<file path="src/rtl/cnt_sched_pkg.sv">
// Shared types for the cnt_sched round-robin counter scheduler.
package cnt_sched_pkg;

    typedef enum logic [1:0] {
        IDLE,
        RUN,
        DONE
    } state_t;

    // Width of a requester index; at least one bit.
    function automatic int unsigned idx_w(input int unsigned r);
        return (r > 1) ? $clog2(r) : 1;
    endfunction

endpackage

</file>
<file path="src/rtl/rr_arb.sv">
// Combinational round-robin arbiter: first active request at or above ptr,
// wrapping to the lowest active request below ptr.
module rr_arb
    import cnt_sched_pkg::*;
#(
    parameter int unsigned R  = 4,
    parameter int unsigned IW = idx_w(R)
) (
    input  logic [R-1:0]  req,
    input  logic [IW-1:0] ptr,
    output logic [R-1:0]  grant,
    output logic [IW-1:0] g,
    output logic          valid
);

    // Two-pass priority search: upper segment [ptr..R-1] first, then [0..R-1].
    always_comb begin
        grant = '0;
        g     = '0;
        valid = 1'b0;
        for (int unsigned i = 0; i < R; i++) begin
            if (!valid && req[i] && (IW'(i) >= ptr)) begin
                valid    = 1'b1;
                g        = IW'(i);
                grant[i] = 1'b1;
            end
        end
        for (int unsigned i = 0; i < R; i++) begin
            if (!valid && req[i]) begin
                valid    = 1'b1;
                g        = IW'(i);
                grant[i] = 1'b1;
            end
        end
    end

endmodule

</file>
<file path="src/rtl/cnt_sched.sv">
// Round-robin scheduler time-sharing one up-counter between R requesters.
// Optional feature macro: CNT_SCHED_ABORT_EN (adds the abort input).
module cnt_sched
    import cnt_sched_pkg::*;
#(
    parameter int unsigned N = 4,
    parameter int unsigned R = 4
) (
    input  logic                clk,
    input  logic                rst,
    input  logic [R-1:0]        req,
    input  logic [R-1:0][N-1:0] len,
`ifdef CNT_SCHED_ABORT_EN
    input  logic                abort,
`endif
    output logic [R-1:0]        gnt,
    output logic                busy,
    output logic [R-1:0]        done,
    output logic [N-1:0]        q,
    output logic                max_tic
);

    localparam int unsigned IW = idx_w(R);

    state_t        state, state_n;
    logic [N-1:0]  q_n, tgt, tgt_n;
    logic [R-1:0]  gnt_n, done_n;
    logic [IW-1:0] ptr, ptr_n;
    logic [R-1:0]  arb_grant;
    logic [IW-1:0] arb_g;
    logic          arb_valid;
    logic          abort_w;

`ifdef CNT_SCHED_ABORT_EN
    assign abort_w = abort;
`else
    assign abort_w = 1'b0;
`endif

    rr_arb #(
        .R  (R),
        .IW (IW)
    ) u_arb (
        .req   (req),
        .ptr   (ptr),
        .grant (arb_grant),
        .g     (arb_g),
        .valid (arb_valid)
    );

    // State and datapath registers; reset clears everything at once.
    always_ff @(posedge clk or posedge rst) begin
        if (rst) begin
            state <= IDLE;
            q     <= '0;
            tgt   <= '0;
            gnt   <= '0;
            done  <= '0;
            ptr   <= '0;
        end else begin
            state <= state_n;
            q     <= q_n;
            tgt   <= tgt_n;
            gnt   <= gnt_n;
            done  <= done_n;
            ptr   <= ptr_n;
        end
    end

    // Next-state, grant/done sequencing and counter clear/enable.
    always_comb begin
        state_n = state;
        q_n     = q;
        tgt_n   = tgt;
        gnt_n   = gnt;
        done_n  = '0;
        ptr_n   = ptr;
        unique case (state)
            IDLE: begin
                if (arb_valid) begin
                    state_n = RUN;
                    gnt_n   = arb_grant;
                    tgt_n   = len[arb_g];
                    q_n     = '0;
                    ptr_n   = (arb_g == IW'(R - 1)) ? '0 : arb_g + IW'(1);
                end
            end
            RUN: begin
                if (abort_w) begin
                    state_n = IDLE;
                    gnt_n   = '0;
                    q_n     = '0;
                end else if (q == tgt) begin
                    state_n = DONE;
                    gnt_n   = '0;
                    done_n  = gnt;
                end else begin
                    q_n = q + N'(1);
                end
            end
            DONE: begin
                state_n = IDLE;
                q_n     = '0;
            end
            default: begin
                state_n = IDLE;
                gnt_n   = '0;
                q_n     = '0;
            end
        endcase
    end

    // Status decode: busy from the state register, max_tic straight from q.
    always_comb begin
        busy    = (state != IDLE);
        max_tic = (q == '1);
    end

endmodule

</file>
<file path="config.mk">
export PLATFORM = sky130hd
export DESIGN_NAME = cnt_sched
export DESIGN_NICKNAME = d
export VERILOG_FILES = /design/src/rtl/cnt_sched_pkg.sv /design/src/rtl/rr_arb.sv /design/src/rtl/cnt_sched.sv
export SDC_FILE = /design/constraint.sdc
export NUM_CORES = 1
export LEC_CHECK = 0
export BUFFER_PORTS_ARGS = -buffer_cell sky130_fd_sc_hd__buf_2
export CAP_MARGIN = 40
export CELL_PAD_IN_SITES_DETAIL_PLACEMENT = 1
export CELL_PAD_IN_SITES_GLOBAL_PLACEMENT = 1
export CORE_MARGIN = 2
export CORE_UTILIZATION = 35
export CTS_CLUSTER_DIAMETER = 100
export CTS_CLUSTER_SIZE = 28
export DETAILED_ROUTE_END_ITERATION = 6
export HOLD_SLACK_MARGIN = 0.03
export PLACE_DENSITY_LB_ADDON = 0.1
export SLEW_MARGIN = 40
export SYNTH_ARGS = -nofsm -noshare
export SYNTH_HDL_FRONTEND = slang
export SYNTH_HIERARCHICAL = 1
export SYNTH_SLANG_ARGS = --single-unit
</file>
<file path="constraint.sdc">
create_clock -name clk -period 2.2 [get_ports clk]
set_input_delay 0.11 -clock clk [delete_from_list [all_inputs] [get_ports clk]]
set_output_delay 0.11 -clock clk [all_outputs]
set_load 0.01 [all_outputs]
</file>
# Word-level counts from Yosys, hierarchy flattened
# Cells that the tools add are included.
[totals] register_bits=20 latch_bits=0 ram_bits=0 rom_bits=0 in_bits=22 output_inout_bits=14 elab_cells=82 memories=0
[classes] add_sub_neg=2 multipliers=0 n_div=0 order_cmp=5 n_eq_ne=8 shifts=0 muxes=36 bitwise=1 n_reduce_logical=24
[op_table] cell="$mux W4" count=7
[op_table] cell="$mux W2" count=9
[op_table] cell="$mux W1" count=16
[op_table] cell="$pmux W4 S3" count=1
[op_table] cell="$logic_and A1 B1 Y1" count=11
[op_table] cell="$bmux W4 S2" count=1
[op_table] cell="$pmux W4 S2" count=1
[op_table] cell="$logic_not A1 Y1" count=7
[op_table] cell="$ne A2 B2 Y1 const B" count=3
[op_table] cell="$reduce_and A2 Y1" count=3
[op_table] cell="$add A4 B1 Y4 const B" count=1
[op_table] cell="$eq A2 B2 Y1 const B" count=2
[op_table] cell="$eq A4 B4 Y1" count=1
[op_table] cell="$eq A4 B4 Y1 const B" count=1
[op_table] cell="$ge A1 B2 Y1 const A" count=2
[op_table] cell="$ge A2 B2 Y1 const A" count=2
[op_table] cell="$pmux W2 S2" count=1
[op_table] cell="$lt A2 B3 Y1 const B" count=1
[op_table] cell="$reduce_and A3 Y1" count=1
[op_table] cell="$add A2 B1 Y2 const B" count=1
[op_table] cell="$eq A2 B1 Y1 const B" count=1
[op_table] cell="$logic_not A2 Y1" count=1
[op_table] cell="$reduce_bool A2 Y1" count=1
[op_table] cell="$not A1 Y1" count=1

# Depth between registers and ports, before layout
[depth] ltp_word=29 depth_mapped=7 depth_no_buf=5

# Cells and area by module
# The synthesis kept the hierarchy.
[by_module_without_submodules] mod="cnt_sched" n_inst=1 cells_each=80 area_each_um2=1011.0 seq_area_each_um2=500.5
[by_module_without_submodules] mod="rr_arb" n_inst=1 cells_each=33 area_each_um2=222.7 seq_area_each_um2=0.0

# Worst setup path after synthesis
# OpenSTA, ideal clock, no wires.
[synth_path] path_type="register to register" from="register ptr[1]" to="register tgt[0]" setup_time_ps=125 t_arrival_ps=1987 t_required_ps=2075 path_slack_ps=89 stages_incl_launch_ff=7 path_buffers=2 synth_period_minus_slack_ps=2111 path_cell_list="dfrtp_1 -> buf_6 -> mux2i_1 -> a221oi_2 -> clkbuf_1 -> mux4_2 -> mux2_2"
[synth_between] elab_chain_len=29 elab_cells_between_ends=40 classes_between="order compare: 4; mux: 17; reduce/logical: 19"
[synth_lines] element="start, declared" line_no="cnt_sched.sv:28" text="logic [IW-1:0] ptr, ptr_n;"
[synth_lines] element="start signal, assigned" line_no="cnt_sched.sv:66" text="ptr <= ptr_n;"
[synth_lines] element="$ge A1 B2 Y1" line_no="rr_arb.sv:22" text="if (!valid && req[i] && (IW'(i) >= ptr)) begin"
[synth_lines] element="$logic_and A1 B1 Y1" line_no="rr_arb.sv:22"
[synth_lines] element="$mux W1" line_no="rr_arb.sv:22"
[synth_lines] element="$logic_not A1 Y1" line_no="rr_arb.sv:22"
[synth_lines] element="$logic_and A1 B1 Y1 (2 in a row)" line_no="rr_arb.sv:22"
[synth_lines] element="$mux W1" line_no="rr_arb.sv:22"
[synth_lines] element="$logic_not A1 Y1" line_no="rr_arb.sv:22"
[synth_lines] element="$logic_and A1 B1 Y1 (2 in a row)" line_no="rr_arb.sv:22"
[synth_lines] element="(+12 left out)"
[synth_lines] element="$logic_and A1 B1 Y1" line_no="rr_arb.sv:29" text="if (!valid && req[i]) begin"
[synth_lines] element="$mux W1" line_no="rr_arb.sv:29"
[synth_lines] element="$logic_not A1 Y1" line_no="rr_arb.sv:29"
[synth_lines] element="$logic_and A1 B1 Y1" line_no="rr_arb.sv:29"
[synth_lines] element="$mux W2 (*)" line_no="rr_arb.sv:29"
[synth_lines] element="named net arb_g[0]" line_no="cnt_sched.sv:30" text="logic [IW-1:0] arb_g;"
[synth_lines] element="$bmux W4 S2 (*)" line_no="cnt_sched.sv:83" text="tgt_n = len[arb_g];"
[synth_lines] element="$mux W4 (not written as such) (*)" line_no="cnt_sched.sv:83"
[synth_lines] element="end signal, assigned" line_no="cnt_sched.sv:63" text="tgt <= tgt_n;"
[synth_lines] element="end, declared" line_no="cnt_sched.sv:26" text="logic [N-1:0] q_n, tgt, tgt_n;"
# Mark *: on every way through the listed nets, which the timed path passes. The rest lies on a longest branch. The select of a mux whose other input is x is not followed.
# A chain may end at the register's enable or synchronous reset.

# Final worst setup path
[layout_path] from="register ptr[1]" to="register tgt[3]"
# The elaborated chain is that of the path after synthesis.

==> results.py <==
metrics = {
    "power": {
        "total_switching_power_w": 0.000755,
        "cellInternalPower_w": 0.00110,
        "finalPower_w": 0.00186,
        "share_comb_of_total_power_pct": 53.2,
        "power_leakage_nw": 0.759,
        "power.switching_fraction_pct": 40.7,
        "power.share.sequential_pct": 35.0,
        "max-vdd-ir-drop_mv": 0.417,
        "p_per_cell_area_nw_per_um2": 1240,
        "share_clk_of_total_power_pct": 11.8,
    },
    "drt": {
        "routed-wl-met3_um": 107,
        "routed-wl-met2_um": 1410,
        "drtIter0Drc": 35,
        "detailroute.via_count": 1007,
        "maxUsedRoutingLayer": "met3",
        "antenna_violating_nets_left": 0,
        "drc": 0,
        "viasPerCell": 5.14,
        "detail_route.wl_per_cell_um": 14.3,
        "dr.pass1.iters": 3,
        "m1WireLength_um": 1290,
        "wirelength_um": 2800,
    },
    "global_route": {
        "track_usage_pct": 14.9,
        "global_route.overflow_total": 0,
        "vias_in_the_first_global_route": 1035,
        "grt_pass1_wl_um": 4860,
        "grt_start_max_net_pins": 21,
        "antenna_found_initial": 0,
    },
    "hold_path": {
        "timing.hold.worst_path_depth": 3,
        "hold_path.startpoint": "len[8]",
        "worst_hold_path_class": "primary input to flip-flop",
    },
    "logic_synthesis": {
        "synth_sequential_area_ratio_pct": 40.6,
        "yosys_warnings": 6,
        "synthDistinctLibCells": 42,
        "syn-num-nets": 137,
        "syn_area_per_cell_sq_um": 10.9,
        "synth_enable_flop_cells": 0,
        "ys_seq_elements": 20,
        "synth_top_flop_cell": "sky130_fd_sc_hd__dfrtp_1",
        "synthArstFlopShare_pct": 100,
        "post_synth_inst_count": 113,
        "synth.cell_area_sq_um": 1230,
    },
    "critical_path": {
        "worstPathMaxFanout": 6,
        "worst-endpoint-required_ps": 2400,
        "cp.arrival_ps": 2260,
        "worstSetupStartpointType": "flip-flop",
        "crit_path_end_kind": "flip-flop",
        "worstSetupPathType": "flip-flop to flip-flop",
        "worst_r2r_path_depth": 6,
        "timing.critical_path.cells": "nor2b_1 -> o21bai_1 -> a221oi_2 -> buf_4 -> mux4_2 -> mux2_2",
        "crit_cells": 6,
        "timing.critical_path.max_delay_family": "multiplexers",
        "worst_path_largest_cell_delay_ps": 500,
        "cell_at_the_slowest_stage_of_the_critical_path": "sky130_fd_sc_hd__mux4_2",
        "critPathLaunch": "ptr[1]",
        "critical_path_buf_inv_count": 1,
        "reg2reg_from": "ptr[1]",
    },
    "clock_tree": {
        "cts_tree": "yes",
        "clock_path_buffers": 2,
        "numCtsBuffers": 3,
        "cts_num_sinks": 20,
        "ctsHtreeMaxLevel": 1,
        "worst_setup_hold_path_clk_slew_ps": 120,
        "worst_skew_pair.late_latency_ps": 300,
        "clock-root-buffer": "sky130_fd_sc_hd__clkbuf_4",
        "post_cts_resized": 0,
    },
    "timing": {
        "final.hold.worst_slack_ps": 247,
        "grt_setup_unrepaired": "false",
        "maxSlewViolCount": 0,
        "slew_of_the_pin_with_the_lowest_slew_margin_ps": 489,
        "setup_skew_ps": 3.27,
        "setup_total_negative_slack_ps": 0,
        "timing.final.setup_violations": 0,
        "relSlewSlack_pct": 67.3,
        "period_minus_slack_ps": 2050,
        "final-hold-violation-count": 0,
        "fmax_mhz": 487,
        "layout_worst_path_cycle_share_pct": 93.4,
    },
    "die": {
        "fp.dieW_um": 63.4,
        "initial_utilization_pct": 36.7,
        "placementRows": 21,
        "dieArea_sq_um": 4020,
        "io_pins": 36,
        "core_sq_um": 3360,
        "die_height_um": 63.4,
    },
    "final_layout": {
        "num_antenna_cells": 0,
        "final_layout_size_suffix_gt1_share_pct": 41.3,
        "syn_to_final_growth_pct": 21.0,
        "finalCoreUtilization_pct": 44.4,
        "design.final.nets": 175,
        "finish.cell_count_without_fillers": 196,
    },
    "placement": {
        "place.port_buffers": 35,
        "number_of_cells_after_detailed_placement": 191,
        "detailed_place_hpwl_um": 2200,
        "routabilityCongestion": 0.806,
    },
    "outcome": {
        "run_status": "complete, no violations",
    },
    "run": {
        "drv_cap": 0,
    },
}
## tightest hold or removal path: cells and delay by family
| kind | cells | cell delay, ps |
|---|---|---|
| buffers and inverters | 1 | 70 |
| muxes | 2 | 340 |
## per-layer routing
| layer | vias to the layer above | global-route usage [%] |
|---|---|---|
| met5 | - | 0 |
| met4 | 0 | 3.26 |
| met3 | 0 | 2.14 |
| met2 | 28 | 25.5 |
| met1 | 495 | 20.0 |
| li1 | 484 | - |
## cells by family after synthesis
logic type / after synthesis / share of synthesized area [%]
AOI/OAI and AO/OA: 23 / 14.4
muxes: 16 / 17.6
xor gates and xnor gates: 4 / 2.84
buffers and inverters: 12 / 5.88
and+or+nand+nor: 36 / 16.6
adders and majority gates: 2 / 2.03
DFF: 20 / 40.6
## layout by cell type (no fill, tap or decap), types with 2 or more instances in the layout
master | synthesis | final
sky130_fd_sc_hd__nor2b_1 | 4 | 4
sky130_fd_sc_hd__dfrtp_1 | 20 | 20
sky130_fd_sc_hd__o21ai_0 | 2 | 2
sky130_fd_sc_hd__and2_1 | 2 | 2
sky130_fd_sc_hd__o21a_1 | 2 | 2
sky130_fd_sc_hd__a21oi_1 | 3 | 3
sky130_fd_sc_hd__and3_1 | 6 | 6
sky130_fd_sc_hd__clkbuf_4 | 0 | 3
sky130_fd_sc_hd__buf_2 | 0 | 35
sky130_fd_sc_hd__mux2i_1 | 6 | 6
sky130_fd_sc_hd__buf_4 | 3 | 5
sky130_fd_sc_hd__mux2_2 | 6 | 6
sky130_fd_sc_hd__nand2_1 | 8 | 8
sky130_fd_sc_hd__xor2_1 | 4 | 4
sky130_fd_sc_hd__mux4_2 | 4 | 4
sky130_fd_sc_hd__nor2_1 | 5 | 5
sky130_fd_sc_hd__inv_1 | 4 | 3
sky130_fd_sc_hd__ha_1 | 2 | 2
sky130_fd_sc_hd__o2bb2ai_1 | 4 | 4
sky130_fd_sc_hd__nand3_1 | 3 | 3
## worst paths after layout
path                             to  slack [ps]
min                          tgt[0]         250
max reg2reg                  tgt[3]         150
min in group asynchronous  state[1]         340
max                          tgt[3]         150
max in group asynchronous    ptr[1]        1560
min reg2reg                  tgt[0]         540
## timing repair
action | CTS | global route
setup buffers | 0 | 0
hold buffers | 1 | 0
endpoints found under the hold margin | 20 | 0
## Yosys cell counts, types with 3 or more instances
cell type / number / share of area [%]
sky130_fd_sc_hd__dfrtp_1: 20 / 41
sky130_fd_sc_hd__nand3_1: 3 / 1.2
sky130_fd_sc_hd__nor2_1: 5 / 1.5
sky130_fd_sc_hd__buf_4: 3 / 1.8
sky130_fd_sc_hd__a21oi_1: 3 / 1.2
sky130_fd_sc_hd__o2bb2ai_1: 4 / 2.8
sky130_fd_sc_hd__inv_1: 4 / 1.2
sky130_fd_sc_hd__xor2_1: 4 / 2.8
sky130_fd_sc_hd__mux2_2: 6 / 5.5
sky130_fd_sc_hd__mux2i_1: 6 / 4.9
sky130_fd_sc_hd__and3_1: 6 / 3.0
sky130_fd_sc_hd__mux4_2: 4 / 7.3
sky130_fd_sc_hd__nand2_1: 8 / 2.4
sky130_fd_sc_hd__nor2b_1: 4 / 2.0
## area by class of cell
class / instances / area [sq um]
clock buffer: 4 / 36.3
tap: 46 / 57.6
multi-input combinational: 81 / 661
fill: 412 / 1870
sequential: 20 / 500
timing repair buffer: 41 / 223
inverter: 4 / 15.0
## registers in the layout, summed over array words and instances, names as in the netlist
register,flops
done,4
state,2
ptr,2
gnt,4
q,4
tgt,4
## power by group through the flow
stage	Combinational, W	Sequential, W	Clock (W)
floorplan	0.000736	0.000650	0
global placement	0.000958	0.000649	0
detailed placement	0.000998	0.000661	0
CTS	0.00100	0.000651	0.000230
global route	0.00109	0.000676	0.000245
finish	0.000987	0.000650	0.000220
## through the flow
stage                     worst slack, ps  cell area, sq um
after floorplan                      88.8              1230
after global placement                229              1450
after detailed placement              153              1450
after CTS                             132              1490
after global routing                 52.8              1490
final                                 145              1490
Power figures use the tool's default switching activity.
